==> src/rtl/alu_seq_pkg.sv <==
// alu_seq_pkg: shared types for the sequential accumulator ALU.
// Optional feature macro: ALU_SEQ_MUL_EN (adds the MUL state).
package alu_seq_pkg;

    localparam int unsigned ALU_SEQ_W_DEFAULT = 8;

    typedef enum logic [3:0] {
        kADD = 4'd0,
        kSUB = 4'd1,
        kAND = 4'd2,
        kXOR = 4'd3,
        kNOT = 4'd4,
        kLDA = 4'd5,
        kSHL = 4'd6,
        kSHR = 4'd7,
        kMUL = 4'd8,
        kCLR = 4'd9,
        kNOP = 4'd10
    } op_t;

`ifdef ALU_SEQ_MUL_EN
    typedef enum logic [1:0] {
        IDLE  = 2'd0,
        SHIFT = 2'd1,
        MUL   = 2'd2
    } state_t;
`else
    typedef enum logic [1:0] {
        IDLE  = 2'd0,
        SHIFT = 2'd1
    } state_t;
`endif

endpackage

==> src/rtl/alu_seq_mul.sv <==
// alu_seq_mul: iterative unsigned shift-add multiplier, one partial
// product per step. prod_*_o present the product as it will stand after
// the current step, so the caller can capture the result on the last step.
module alu_seq_mul #(
    parameter int unsigned W = 8
) (
    input  logic         clk,
    input  logic         rst_n,
    input  logic         load_i,
    input  logic         step_i,
    input  logic [W-1:0] a_i,
    input  logic [W-1:0] b_i,
    output logic         last_o,
    output logic [W-1:0] prod_hi_o,
    output logic [W-1:0] prod_lo_o
);

    localparam int unsigned   CW        = $clog2(W) + 1;
    localparam logic [CW-1:0] LAST_STEP = CW'(W - 1);

    logic [W-1:0]  mcand_q;
    logic [W-1:0]  hi_q;
    logic [W-1:0]  lo_q;
    logic [CW-1:0] step_q;
    logic [W-1:0]  addend_s;
    logic [W:0]    sum_s;

    // Partial-product add; multiplier LSB selects the multiplicand.
    always_comb begin
        addend_s = lo_q[0] ? mcand_q : {W{1'b0}};
        sum_s    = {1'b0, hi_q} + {1'b0, addend_s};
    end

    assign prod_hi_o = sum_s[W:1];
    assign prod_lo_o = {sum_s[0], lo_q[W-1:1]};
    assign last_o    = (step_q == LAST_STEP);

    // Product/multiplier shift register and step counter.
    always_ff @(posedge clk or negedge rst_n) begin
        if (!rst_n) begin
            mcand_q <= {W{1'b0}};
            hi_q    <= {W{1'b0}};
            lo_q    <= {W{1'b0}};
            step_q  <= {CW{1'b0}};
        end else if (load_i) begin
            mcand_q <= a_i;
            hi_q    <= {W{1'b0}};
            lo_q    <= b_i;
            step_q  <= {CW{1'b0}};
        end else if (step_i) begin
            hi_q    <= prod_hi_o;
            lo_q    <= prod_lo_o;
            step_q  <= step_q + CW'(1);
        end
    end

endmodule

==> src/rtl/alu_seq.sv <==
// alu_seq: registered-accumulator ALU with iterative shifts and a
// start/busy/done handshake. Optional macro ALU_SEQ_MUL_EN enables the
// shift-add multiply; without it MUL behaves as NOP and acc_hi stays 0.
module alu_seq
    import alu_seq_pkg::*;
#(
    parameter int unsigned W        = ALU_SEQ_W_DEFAULT,
    parameter int unsigned SH_CNT_W = $clog2(W) + 1
) (
    input  logic         CLK,
    input  logic         reset_n,
    input  logic         start,
    input  logic [3:0]   op,
    input  logic [W-1:0] in_a,
    input  logic         ci,
    output logic [W-1:0] acc,
    output logic [W-1:0] acc_hi,
    output logic         co,
    output logic         z,
    output logic         neg,
    output logic         busy,
    output logic         done
);

    localparam logic [SH_CNT_W-1:0] CNT_MAX  = SH_CNT_W'(W);
    localparam logic [SH_CNT_W-1:0] CNT_ONE  = SH_CNT_W'(1);
    localparam logic [SH_CNT_W-1:0] CNT_ZERO = {SH_CNT_W{1'b0}};

    state_t              state_q, state_d;
    logic [W-1:0]        acc_q, acc_d;
    logic [W-1:0]        acc_hi_q, acc_hi_d;
    logic                co_q, co_d;
    logic                z_q, z_d;
    logic                neg_q, neg_d;
    logic                busy_q, busy_d;
    logic                done_q, done_d;
    logic [SH_CNT_W-1:0] sh_cnt_q, sh_cnt_d;
    logic                sh_left_q, sh_left_d;
    logic                sh_ci_q, sh_ci_d;

    op_t                 op_s;
    logic [W:0]          add_s;
    logic [W:0]          sub_s;
    logic [SH_CNT_W-1:0] cnt_raw_s;
    logic [SH_CNT_W-1:0] cnt_s;
    logic                fin_s;
    logic                shift_step_s;
    logic                mul_fin_s;
    logic                flag_upd_s;

    assign op_s      = op_t'(op);
    assign add_s     = {1'b0, acc_q} + {1'b0, in_a} + {{W{1'b0}}, ci};
    assign sub_s     = {1'b0, acc_q} + {1'b0, ~in_a} + {{W{1'b0}}, 1'b1};
    assign cnt_raw_s = in_a[SH_CNT_W-1:0];
    assign cnt_s     = (cnt_raw_s > CNT_MAX) ? CNT_MAX : cnt_raw_s;

`ifdef ALU_SEQ_MUL_EN
    logic         mul_load_s;
    logic         mul_step_s;
    logic         mul_last_s;
    logic [W-1:0] mul_hi_s;
    logic [W-1:0] mul_lo_s;

    alu_seq_mul #(.W(W)) u_mul (
        .clk       (CLK),
        .rst_n     (reset_n),
        .load_i    (mul_load_s),
        .step_i    (mul_step_s),
        .a_i       (acc_q),
        .b_i       (in_a),
        .last_o    (mul_last_s),
        .prod_hi_o (mul_hi_s),
        .prod_lo_o (mul_lo_s)
    );
`endif

    // Next-state and datapath decode for the IDLE/SHIFT/MUL controller.
    always_comb begin
        state_d      = state_q;
        acc_d        = acc_q;
        acc_hi_d     = acc_hi_q;
        co_d         = co_q;
        busy_d       = busy_q;
        done_d       = 1'b0;
        sh_cnt_d     = sh_cnt_q;
        sh_left_d    = sh_left_q;
        sh_ci_d      = sh_ci_q;
        fin_s        = 1'b0;
        shift_step_s = 1'b0;
        mul_fin_s    = 1'b0;
`ifdef ALU_SEQ_MUL_EN
        mul_load_s   = 1'b0;
        mul_step_s   = 1'b0;
`endif
        case (state_q)
            IDLE: begin
                if (start) begin
                    case (op_s)
                        kADD: begin
                            acc_d = add_s[W-1:0];
                            co_d  = add_s[W];
                            fin_s = 1'b1;
                        end
                        kSUB: begin
                            acc_d = sub_s[W-1:0];
                            co_d  = sub_s[W];
                            fin_s = 1'b1;
                        end
                        kAND: begin
                            acc_d = acc_q & in_a;
                            fin_s = 1'b1;
                        end
                        kXOR: begin
                            acc_d = acc_q ^ in_a;
                            fin_s = 1'b1;
                        end
                        kNOT: begin
                            acc_d = ~acc_q;
                            fin_s = 1'b1;
                        end
                        kLDA: begin
                            acc_d = in_a;
                            fin_s = 1'b1;
                        end
                        kSHL, kSHR: begin
                            if (cnt_s == CNT_ZERO) begin
                                fin_s = 1'b1;
                            end else begin
                                state_d   = SHIFT;
                                busy_d    = 1'b1;
                                sh_cnt_d  = cnt_s;
                                sh_left_d = (op_s == kSHL);
                                sh_ci_d   = ci;
                            end
                        end
                        kMUL: begin
`ifdef ALU_SEQ_MUL_EN
                            mul_load_s = 1'b1;
                            state_d    = MUL;
                            busy_d     = 1'b1;
`else
                            fin_s      = 1'b1;
`endif
                        end
                        kCLR: begin
                            acc_d = {W{1'b0}};
                            co_d  = 1'b0;
                            fin_s = 1'b1;
                        end
                        default: begin
                            fin_s = 1'b1;
                        end
                    endcase
                end else begin
                    fin_s = 1'b0;
                end
            end
            SHIFT: begin
                shift_step_s = 1'b1;
                sh_cnt_d     = sh_cnt_q - CNT_ONE;
                if (sh_left_q) begin
                    acc_d = {acc_q[W-2:0], sh_ci_q};
                    co_d  = acc_q[W-1];
                end else begin
                    acc_d = {1'b0, acc_q[W-1:1]};
                    co_d  = acc_q[0];
                end
                fin_s = (sh_cnt_q == CNT_ONE);
            end
`ifdef ALU_SEQ_MUL_EN
            MUL: begin
                mul_step_s = 1'b1;
                if (mul_last_s) begin
                    acc_d     = mul_lo_s;
                    acc_hi_d  = mul_hi_s;
                    co_d      = (mul_hi_s != {W{1'b0}});
                    mul_fin_s = 1'b1;
                    state_d   = IDLE;
                    busy_d    = 1'b0;
                    done_d    = 1'b1;
                end else begin
                    mul_fin_s = 1'b0;
                end
            end
`endif
            default: begin
                state_d = IDLE;
                busy_d  = 1'b0;
            end
        endcase

        // Any non-MUL completion clears acc_hi and returns to IDLE.
        if (fin_s) begin
            state_d  = IDLE;
            busy_d   = 1'b0;
            done_d   = 1'b1;
            acc_hi_d = {W{1'b0}};
        end else begin
            sh_ci_d  = sh_ci_d;
        end

        flag_upd_s = fin_s | shift_step_s | mul_fin_s;
        if (flag_upd_s) begin
            z_d   = (acc_d == {W{1'b0}});
            neg_d = acc_d[W-1];
        end else begin
            z_d   = z_q;
            neg_d = neg_q;
        end
    end

    // State and output registers; reset abandons any op in flight.
    always_ff @(posedge CLK or negedge reset_n) begin
        if (!reset_n) begin
            state_q   <= IDLE;
            acc_q     <= {W{1'b0}};
            acc_hi_q  <= {W{1'b0}};
            co_q      <= 1'b0;
            z_q       <= 1'b0;
            neg_q     <= 1'b0;
            busy_q    <= 1'b0;
            done_q    <= 1'b0;
            sh_cnt_q  <= CNT_ZERO;
            sh_left_q <= 1'b0;
            sh_ci_q   <= 1'b0;
        end else begin
            state_q   <= state_d;
            acc_q     <= acc_d;
            acc_hi_q  <= acc_hi_d;
            co_q      <= co_d;
            z_q       <= z_d;
            neg_q     <= neg_d;
            busy_q    <= busy_d;
            done_q    <= done_d;
            sh_cnt_q  <= sh_cnt_d;
            sh_left_q <= sh_left_d;
            sh_ci_q   <= sh_ci_d;
        end
    end

    assign acc    = acc_q;
    assign acc_hi = acc_hi_q;
    assign co     = co_q;
    assign z      = z_q;
    assign neg    = neg_q;
    assign busy   = busy_q;
    assign done   = done_q;

endmodule

==> config.mk <==
export PLATFORM = sky130hd
export DESIGN_NAME = alu_seq
export DESIGN_NICKNAME = d
export VERILOG_FILES = /design/src/rtl/alu_seq_pkg.sv /design/src/rtl/alu_seq_mul.sv /design/src/rtl/alu_seq.sv
export SDC_FILE = /design/constraint.sdc
export NUM_CORES = 1
export LEC_CHECK = 0
export BUFFER_PORTS_ARGS = -buffer_cell sky130_fd_sc_hd__buf_2
export CORE_AREA = 2 2 79 81
export DETAILED_ROUTE_END_ITERATION = 12
export DIE_AREA = 0 0 81 83
export PLACE_DENSITY = 0.58
export REMOVE_ABC_BUFFERS = 1
export SYNTH_ARGS = -nofsm -noshare
export SYNTH_HDL_FRONTEND = slang
export SYNTH_SLANG_ARGS = --single-unit
export TNS_END_PERCENT = 10
==> constraint.sdc <==
create_clock -name CLK -period 8 [get_ports CLK]
set_input_delay 2 -clock CLK [delete_from_list [all_inputs] [get_ports CLK]]
set_output_delay 2 -clock CLK [all_outputs]
set_load 0.01 [all_outputs]
Yosys cells after proc, flatten, opt, wreduce, memory -nomap -nowiden. Cells that the tools add are included.

$add $sub $neg: 5. Multiplexer cells: 29. Eq/ne operators: 18. Reduce and logical (&&, ||, !) cells: 10. Order comparisons: 1. Bitwise operators: 6.

Operators with widths (number): $pmux W8 S7 (1); $add A8 B8 Y9 (2); $eq A4 B3 Y1 const B (4); $mux W4 (4); $mux W8 (2); $not A8 Y8 (2); $pmux W8 S2 (1); $reduce_and A4 Y1 (3); $mux W1 (11); $add A9 B1 Y9 (1); $add A9 B1 Y9 const B (1); $and A8 B8 Y8 (1); $eq A4 B1 Y1 const B (2); $eq A4 B2 Y1 const B (2); $logic_not A4 Y1 (2); $logic_not A8 Y1 (1); $mux W2 (4); $pmux W4 S2 (1); $xor A8 B8 Y8 (1); $ne A2 B2 Y1 const B (3); $ne A3 B3 Y1 const B (2); $pmux W1 S2 (3); $eq A4 B4 Y1 const B (1); $gt A4 B4 Y1 const B (1); other kinds (13) (13).

Input bits: 16. Output and inout port bits: 21. Register bits after elaboration: 21.

Longest topological paths before layout. Gate-level depths: netlist of run 1.

Depth after elaboration: 9. Depth in mapped cells: 10.

Worst setup path before layout of run 1. Ideal clock, no wire load.

Path type: input -> register. Start: input in_a[0]. End: register z_q, in the netlist z. Slack: 3.378 ns. Arrival time: 4.519 ns. Path buffers: 0. Stages on the path: 9. Library setup time: 0.104 ns. Cell sequence: fa_1 -> fa_1 -> inv_1 -> mux4_2 -> o32ai_1 -> o211a_2 -> or4_1 -> or4_1 -> o41ai_2.

Elaborated cells between the ends (all ways): 19. Classes of those cells: 4 x add/sub; 1 x order compare; 8 x mux; 4 x bitwise; 2 x reduce/logical.

RTL lines: start: declaration (line alu_seq.sv:14) `input logic [W-1:0] in_a,`; $not A8 Y8 (line alu_seq.sv:53) `assign sub_s = {1'b0, acc_q} + {1'b0, ~in_a} + {{W{1'b0}}, 1'b1};`; $add A8 B8 Y9 (line alu_seq.sv:53); $add A9 B1 Y9 (line alu_seq.sv:53); $pmux W8 S7 (*) (line alu_seq.sv:98) `case (op_s)`; $mux W8 (*) (line alu_seq.sv:97) `if (start) begin`; $pmux W8 S2 (*) (line alu_seq.sv:95) `case (state_q)`; net acc_d[1] (line alu_seq.sv:30) `logic [W-1:0] acc_q, acc_d;`; $logic_not A8 Y1 (*) (line alu_seq.sv:204) `z_d = (acc_d == {W{1'b0}});`; end signal: assignment (line alu_seq.sv:231) `z_q <= z_d;`; end: declaration (line alu_seq.sv:33) `logic z_q, z_d;`.

Mark *: on every way through the listed nets, which the timed path passes. The rest lies on a longest branch. A chain may end at the register's enable or synchronous reset.

Worst setup path after layout of run 1. Same ends and word-level chain as after synthesis.

==> impl_metrics.csv, run 1 <==
group,metric,value,unit
run_status,status,"completed",
clocking,htree_num_levels,1,
cells_and_area,fin_util,42.41,%
clocking,cts_tree,"built",
sta,slew_headroom,45.66,%
power,power.leakage,0.001087,µW
setup_path,cp.required,8.16,ns
global_route,grt_remaining_overflow,0,
cells_and_area,design_area,2466,µm²
cells_and_area,area.growth.synth_to_final,8.059,%
placement,placed_area,2420,µm²
setup_path,crit_path_start_kind,"input port",
power,pwr-share-comb,63.8,%
die,dieArea,6723,µm²
clocking,clkTransAtPathRegs,0.08,ns
synthesis,yosysTopAreaCell,"dfrtp_1",
sta,tns,0,ns
global_route,antenna_found_initial,0,
power,p_seq_share,28.2,%
sta,timing.fmax,0.2135,GHz
cells_and_area,drive_gt1_share,15.11,%
clocking,insertion_delay,0.26,ns
synthesis,syn_avg_cell_area,7.763,µm²
sta,final.setup_skew,0.008408,ns
drt,drt-initial-drc-count,247,
drt,highest_layer,"met4",
clocking,post_cts_buffers,0,
drt,drt_first_pass_iters,4,
clocking,cts_sinks,19,
synthesis,yosysTopAreaCellShare,20.83,%
sta,hold_viol,0,
die,die_height,83,µm
power,p_sw_share,50.36,%
synthesis,synth_flop_cell,"dfrtp_1",
power,vdd_drop_max,0.1907,mV
global_route,grt_pass1_vias,2137,
sta,period_needed,4.683,ns
drt,met3_length,382,µm
drt,wire_per_inst,16.34,µm
power,total_power,820.4,µW
synthesis,yosysSeqAreaShare,20.83,%
sta,setup_viol,0,
global_route,gr-usage-all-layers,19.66,%
sta,fin_crit_sh,58.54,%
power,p_int,407.3,µW
clocking,clock_path_buffers,2,
sta,tightestPinTransition,0.8076,ns
drt,postRouteAntennaNets,0,
synthesis,synth_seq_cells,19,
power,power_density,332.6,nW/µm²
sta,rsz0062_at_grt,"no",
drt,totalWireLength,6309,µm
die,core.rowCount,28,
clocking,cts-root-buf,"clkbuf_8",
clocking,post_cts_resized,0,
cells_and_area,diodes,0,
die,die_w,81,µm
cells_and_area,fin_nets,350,
cells_and_area,fillCellCount,631,
drt,wl_met1,2914,µm
sta,slew_viol_final,0,
sta,whs,0.5274,ns
synthesis,syn-instance-count,294,
die,fp.coreArea,5816,µm²
global_route,grt_pass1_wl,10650,µm
run,maxCapViolCount,0,
synthesis,synth.area.top_cells,"dfrtp_1 (21%), ha_1 (10%), nand2_1 (5.8%), a21oi_1 (4.8%), o21ai_0 (4.2%)",
global_route,grt_start_max_net_pins,28,
placement,io_buffers,28,
clocking,numCtsBuffers,3,
setup_path,crit_type,"input port to flop",
drt,via_per_inst,5.707,
placement,detailed_place_hpwl,4911,µm
synthesis,synth_area,2282,µm²
drt,drc,0,
drt,via_count,2203,
power,p_sw,413.1,µW
synthesis,yosysUniqueCellTypes,62,
setup_path,worst_setup_path_end_kind,"flop",
power,p_clk_share,8.0,%
synthesis,yosysWarnings,0,
min_path,min-delay-path-class,"flop to flop",
die,initial_core_util,39.24,%
setup_path,crit_fanout,7,
synthesis,async_flop_share,100.0,%
die,ioPinCount,37,
placement,gp_congestion,0.8774,
synthesis,synth_edf_count,0,
clocking,hold_buffers,0,
drt,wl_met2,2954,µm
setup_path,cp.arrival,4.84,ns
-- power groups by stage --
| stage | clock, µW | combinational, µW | sequential [µW] |
|---|---|---|---|
| final | 65.8 | 523 | 231 |
| after global routing | 72.1 | 586 | 244 |
| after CTS | 68.5 | 521 | 231 |
| after detailed placement | 0 | 517 | 232 |
| after global placement | 0 | 521 | 232 |
| after floorplan | 0 | 369 | 221 |
-- logic make-up after synthesis --
family | Yosys count | synth area share (%)
multiplexers | 12 | 6.031
buffers and inverters | 44 | 8.991
adder cells (fa/ha/maj) | 22 | 13.05
XOR/XNOR | 9 | 3.454
flip-flops | 19 | 20.83
AND/OR/NAND/NOR | 103 | 22.64
AO/OA/AOI/OAI | 84 | 24.84
other | 1 | 0.1643
-- synthesized netlist by cell type (all sizes together), types with 6 or more instances --
cell type / n
inv: 21
nand2: 35
xnor2: 9
ha: 19
a21oi: 22
dfrtp: 19
clkbuf: 6
o21ai: 19
nor3: 7
nor2: 21
nor2b: 8
mux2i: 7
buf: 16
-- routing by layer --
layer / vias to the layer above / track usage (%)
met5: - / 0
li1: 1080 / -
met1: 1048 / 29.65
met3: 6 / 2.717
met4: 0 / 4.314
met2: 69 / 29.53
-- cell type report --
cell class,count,area [µm²],share of cell area (%)
timing repair buffer,28,140.1,5.682
tap,75,93.84,3.805
clock buffer,3,41.29,1.674
clock inverter,1,5.005,0.2029
multi-input combinational,238,1628,66.01
sequential,19,475.5,19.28
inverter,22,82.58,3.349
-- path summary, 6_finish.rpt --
| check | slack (ns) | to | depth (start not counted) | start |
|---|---|---|---|---|
| max | 3.32 | z | 10 | in_a[0] |
| max reg2reg | 4.77 | z | 9 | acc[0] |
| min | 0.53 | z | 2 | z |
| max in group asynchronous | 6.02 | sh_left_q | 1 | reset_n |
| min in group asynchronous | 1.67 | acc[0] | 1 | reset_n |
| min reg2reg | 0.53 | z | 2 | z |
-- cell usage in the layout (no fill, tap or decap), types with 3 or more instances in the layout --
master	count
nand2_1	35
or4_1	3
nor3_1	7
a211oi_1	5
o21ai_0	19
nor2_1	21
a31oi_1	5
dfrtp_1	19
a21oi_1	22
fa_1	3
ha_1	19
mux2_2	4
nand2b_1	5
clkbuf_8	3
inv_1	21
buf_2	28
mux2i_1	7
xnor2_1	9
nor4_1	4
nor2b_1	8
conb_1	8
a221oi_1	3
o22ai_1	4
nand3_1	5
-- stage by stage --
| step | setup WS (ns) | cells |
|---|---|---|
| 2_1_floorplan | 3.384 | 279 |
| 3_3_place_gp | 3.094 | 382 |
| 3_5_place_dp | 3.055 | 382 |
| 4_1_cts | 3.300 | 386 |
| 5_1_grt | 3.153 | 386 |
| 6_report | 3.317 | 386 |
-- worst max-delay path, stage by stage --
cell,delay [ns]
buf_2,0.15
fa_1,0.49
fa_1,0.43
nor2b_1,0.16
o311ai_0,0.47
nand2_1,0.13
mux2i_1,0.17
a31oi_1,0.12
or4_1,0.54
o41ai_2,0.19
-- sequential cells by signal, summed over array words and instances (netlist names) --
register   flops
neg            1
z              1
co             1
sh_ci_q        1
sh_cnt_q       4
busy           1
acc            8
sh_left_q      1
done           1
(Power assumes the default switching activity.)
==> inputs of run 2 (changes only) <==
==> constraint.sdc (replaced) <==
create_clock -name CLK -period 4.4 [get_ports CLK]
set_input_delay 1.1 -clock CLK [delete_from_list [all_inputs] [get_ports CLK]]
set_output_delay 1.1 -clock CLK [all_outputs]
set_load 0.01 [all_outputs]
==> impl_metrics.csv, run 2 (synthesis gave the netlist of run 1 again) <==
group,metric,value,unit
run_status,status,"completed",
sta,period_needed,3.805,ns
power,power_density,603.1,nW/µm²
placement,dpl.cell_count,384,
placement,detailed_place_hpwl,5050,µm
setup_path,r2r_start,"acc[0]",
drt,drc,0,
setup_path,r2r_end,"z",
cells_and_area,final-seq-area,475.5,µm²
cells_and_area,drive_gt1_share,15.34,%
die,initial_core_util,39.24,%
placement,gp_congestion,0.8759,
setup_path,crit_type,"input port to flop",
die,fp.coreArea,5816,µm²
clocking,insertion_delay,0.25,ns
cells_and_area,diodes,0,
power,power.leakage,0.001094,µW
sta,slew_viol_final,0,
cells_and_area,layout_commonest_cell,"nand2_1",
run,maxCapViolCount,0,
cells_and_area,final_cell_mix,"nand2_1 (35), buf_2 (28), a21oi_1 (22)",
die,ioPinCount,37,
die,dieArea,6723,µm²
global_route,grt_remaining_overflow,0,
drt,postRouteAntennaNets,0,
clocking,htree_num_levels,1,
setup_path,crit_fanout,7,
die,die_height,83,µm
clocking,numCtsBuffers,3,
sta,rsz0062_at_grt,"no",
clocking,clkTransAtPathRegs,0.07,ns
die,die_w,81,µm
global_route,grt_pass1_wl,10890,µm
cells_and_area,fin_nets,352,
cells_and_area,area.growth.synth_to_final,8.662,%
die,core.rowCount,28,
power,p_seq_share,28.0,%
sta,timing.fmax,0.2628,GHz
min_path,holdPathStages,2,
cells_and_area,fin_cells,388,
clocking,clock_path_buffers,2,
drt,drt-initial-drc-count,197,
drt,wire_per_inst,16.79,µm
clocking,cts_tree,"built",
cells_and_area,fillCellCount,611,
global_route,gr-usage-all-layers,20.17,%
sta,slew_headroom,42.57,%
power,pwr-share-comb,63.9,%
clocking,post_cts_buffers,0,
drt,via_count,2203,
setup_path,cp.required,4.56,ns
min_path,hold_end,"z",
cells_and_area,multi_input_area,1628,µm²
setup_path,crit_path_start_kind,"input port",
global_route,grt_pass1_vias,2152,
power,p_sw_share,50.25,%
clocking,post_cts_resized,0,
power,p_clk_share,8.1,%
power,p_sw,751.5,µW
setup_path,rr_worst_depth,9,
power,vdd_drop_max,0.3850,mV
sta,fin_crit_sh,86.49,%
setup_path,worst_setup_path_end_kind,"flop",
drt,via_per_inst,5.678,
drt,drt_first_pass_iters,4,
sta,final.setup_skew,0.001126,ns
placement,io_buffers,28,
sta,setup_viol,0,
setup_path,cp.arrival,3.96,ns
clocking,hold_buffers,0,
clocking,cts-root-buf,"clkbuf_8",
clocking,cts_sinks,19,
sta,tightestPinTransition,0.8536,ns
cells_and_area,largest_register_ffs,8,
min_path,min-delay-path-class,"flop to flop",
setup_path,r2r_slack,1.17,ns
power,p_int,744.0,µW
drt,totalWireLength,6513,µm
global_route,antenna_found_initial,0,
global_route,grt_start_max_net_pins,28,
sta,hold_viol,0,
sta,tns,0,ns
min_path,hp-start,"z",
## run 2: cell count changes in the layout (fill, tap and decap cells not counted), sizes merged
cell / previous run / this run
clkbuf: 3 / 4
buf: 28 / 30
clkinv: 2 / 1
## run 2: stage by stage
step / instance area [µm²] / worst slack, ns / hold slack, ns / util [%] / power (µW)
floorplan: 2186 / 0.6838 / 0.4806 / - / 1073
global placement: 2435 / 0.4143 / 0.4959 / 41.87 / 1365
detailed placement: 2435 / 0.3834 / 0.4927 / 41.87 / 1363
CTS: 2480 / 0.6310 / 0.5111 / 42.64 / 1493
global route: 2480 / 0.4784 / 0.5427 / 42.64 / 1647
finish: 2480 / 0.5945 / 0.5099 / 42.64 / 1496
## run 2: how the worst max path moves through the flow
stage,startpoint,slack [ns],to,cells after the start
finish,in_a[0],0.59,z,10
global route,in_a[0],0.48,z,10
CTS,in_a[0],0.63,z,10
detailed placement,in_a[0],0.38,z,10
global placement,in_a[0],0.41,z,10
floorplan,in_a[0],0.68,z,9
## run 2: area by class of cell
cell class                 count  share of cell area, %
clock buffer                   4                  1.816
inverter                      22                  3.330
multi-input combinational    238                  65.64
sequential                    19                  19.17
tap                           75                  3.784
timing repair buffer          30                  6.256
## run 2: metal layers
layer / global-route usage (%) / up-vias / share of wire, %
met5: 0 / - / 0
met4: 4.160 / 0 / 0.80
met3: 1.848 / 6 / 6.4
met2: 32.16 / 77 / 46
met1: 29.44 / 1032 / 47
li1: - / 1088 / -
## run 2: power groups by stage
stage | combinational, µW | clock, µW | sequential, µW
floorplan | 672 | 0 | 402
global placement | 943 | 0 | 422
detailed placement | 941 | 0 | 422
CTS | 948 | 126 | 418
global route | 1070 | 131 | 442
finish | 956 | 121 | 419
## run 2: critical path: stages
cell	delay (ns)
buf_2	0.16
fa_1	0.50
fa_1	0.43
nor2b_1	0.16
o311ai_0	0.47
nand2_1	0.14
mux2i_1	0.16
a31oi_1	0.12
or4_1	0.54
o41ai_2	0.19
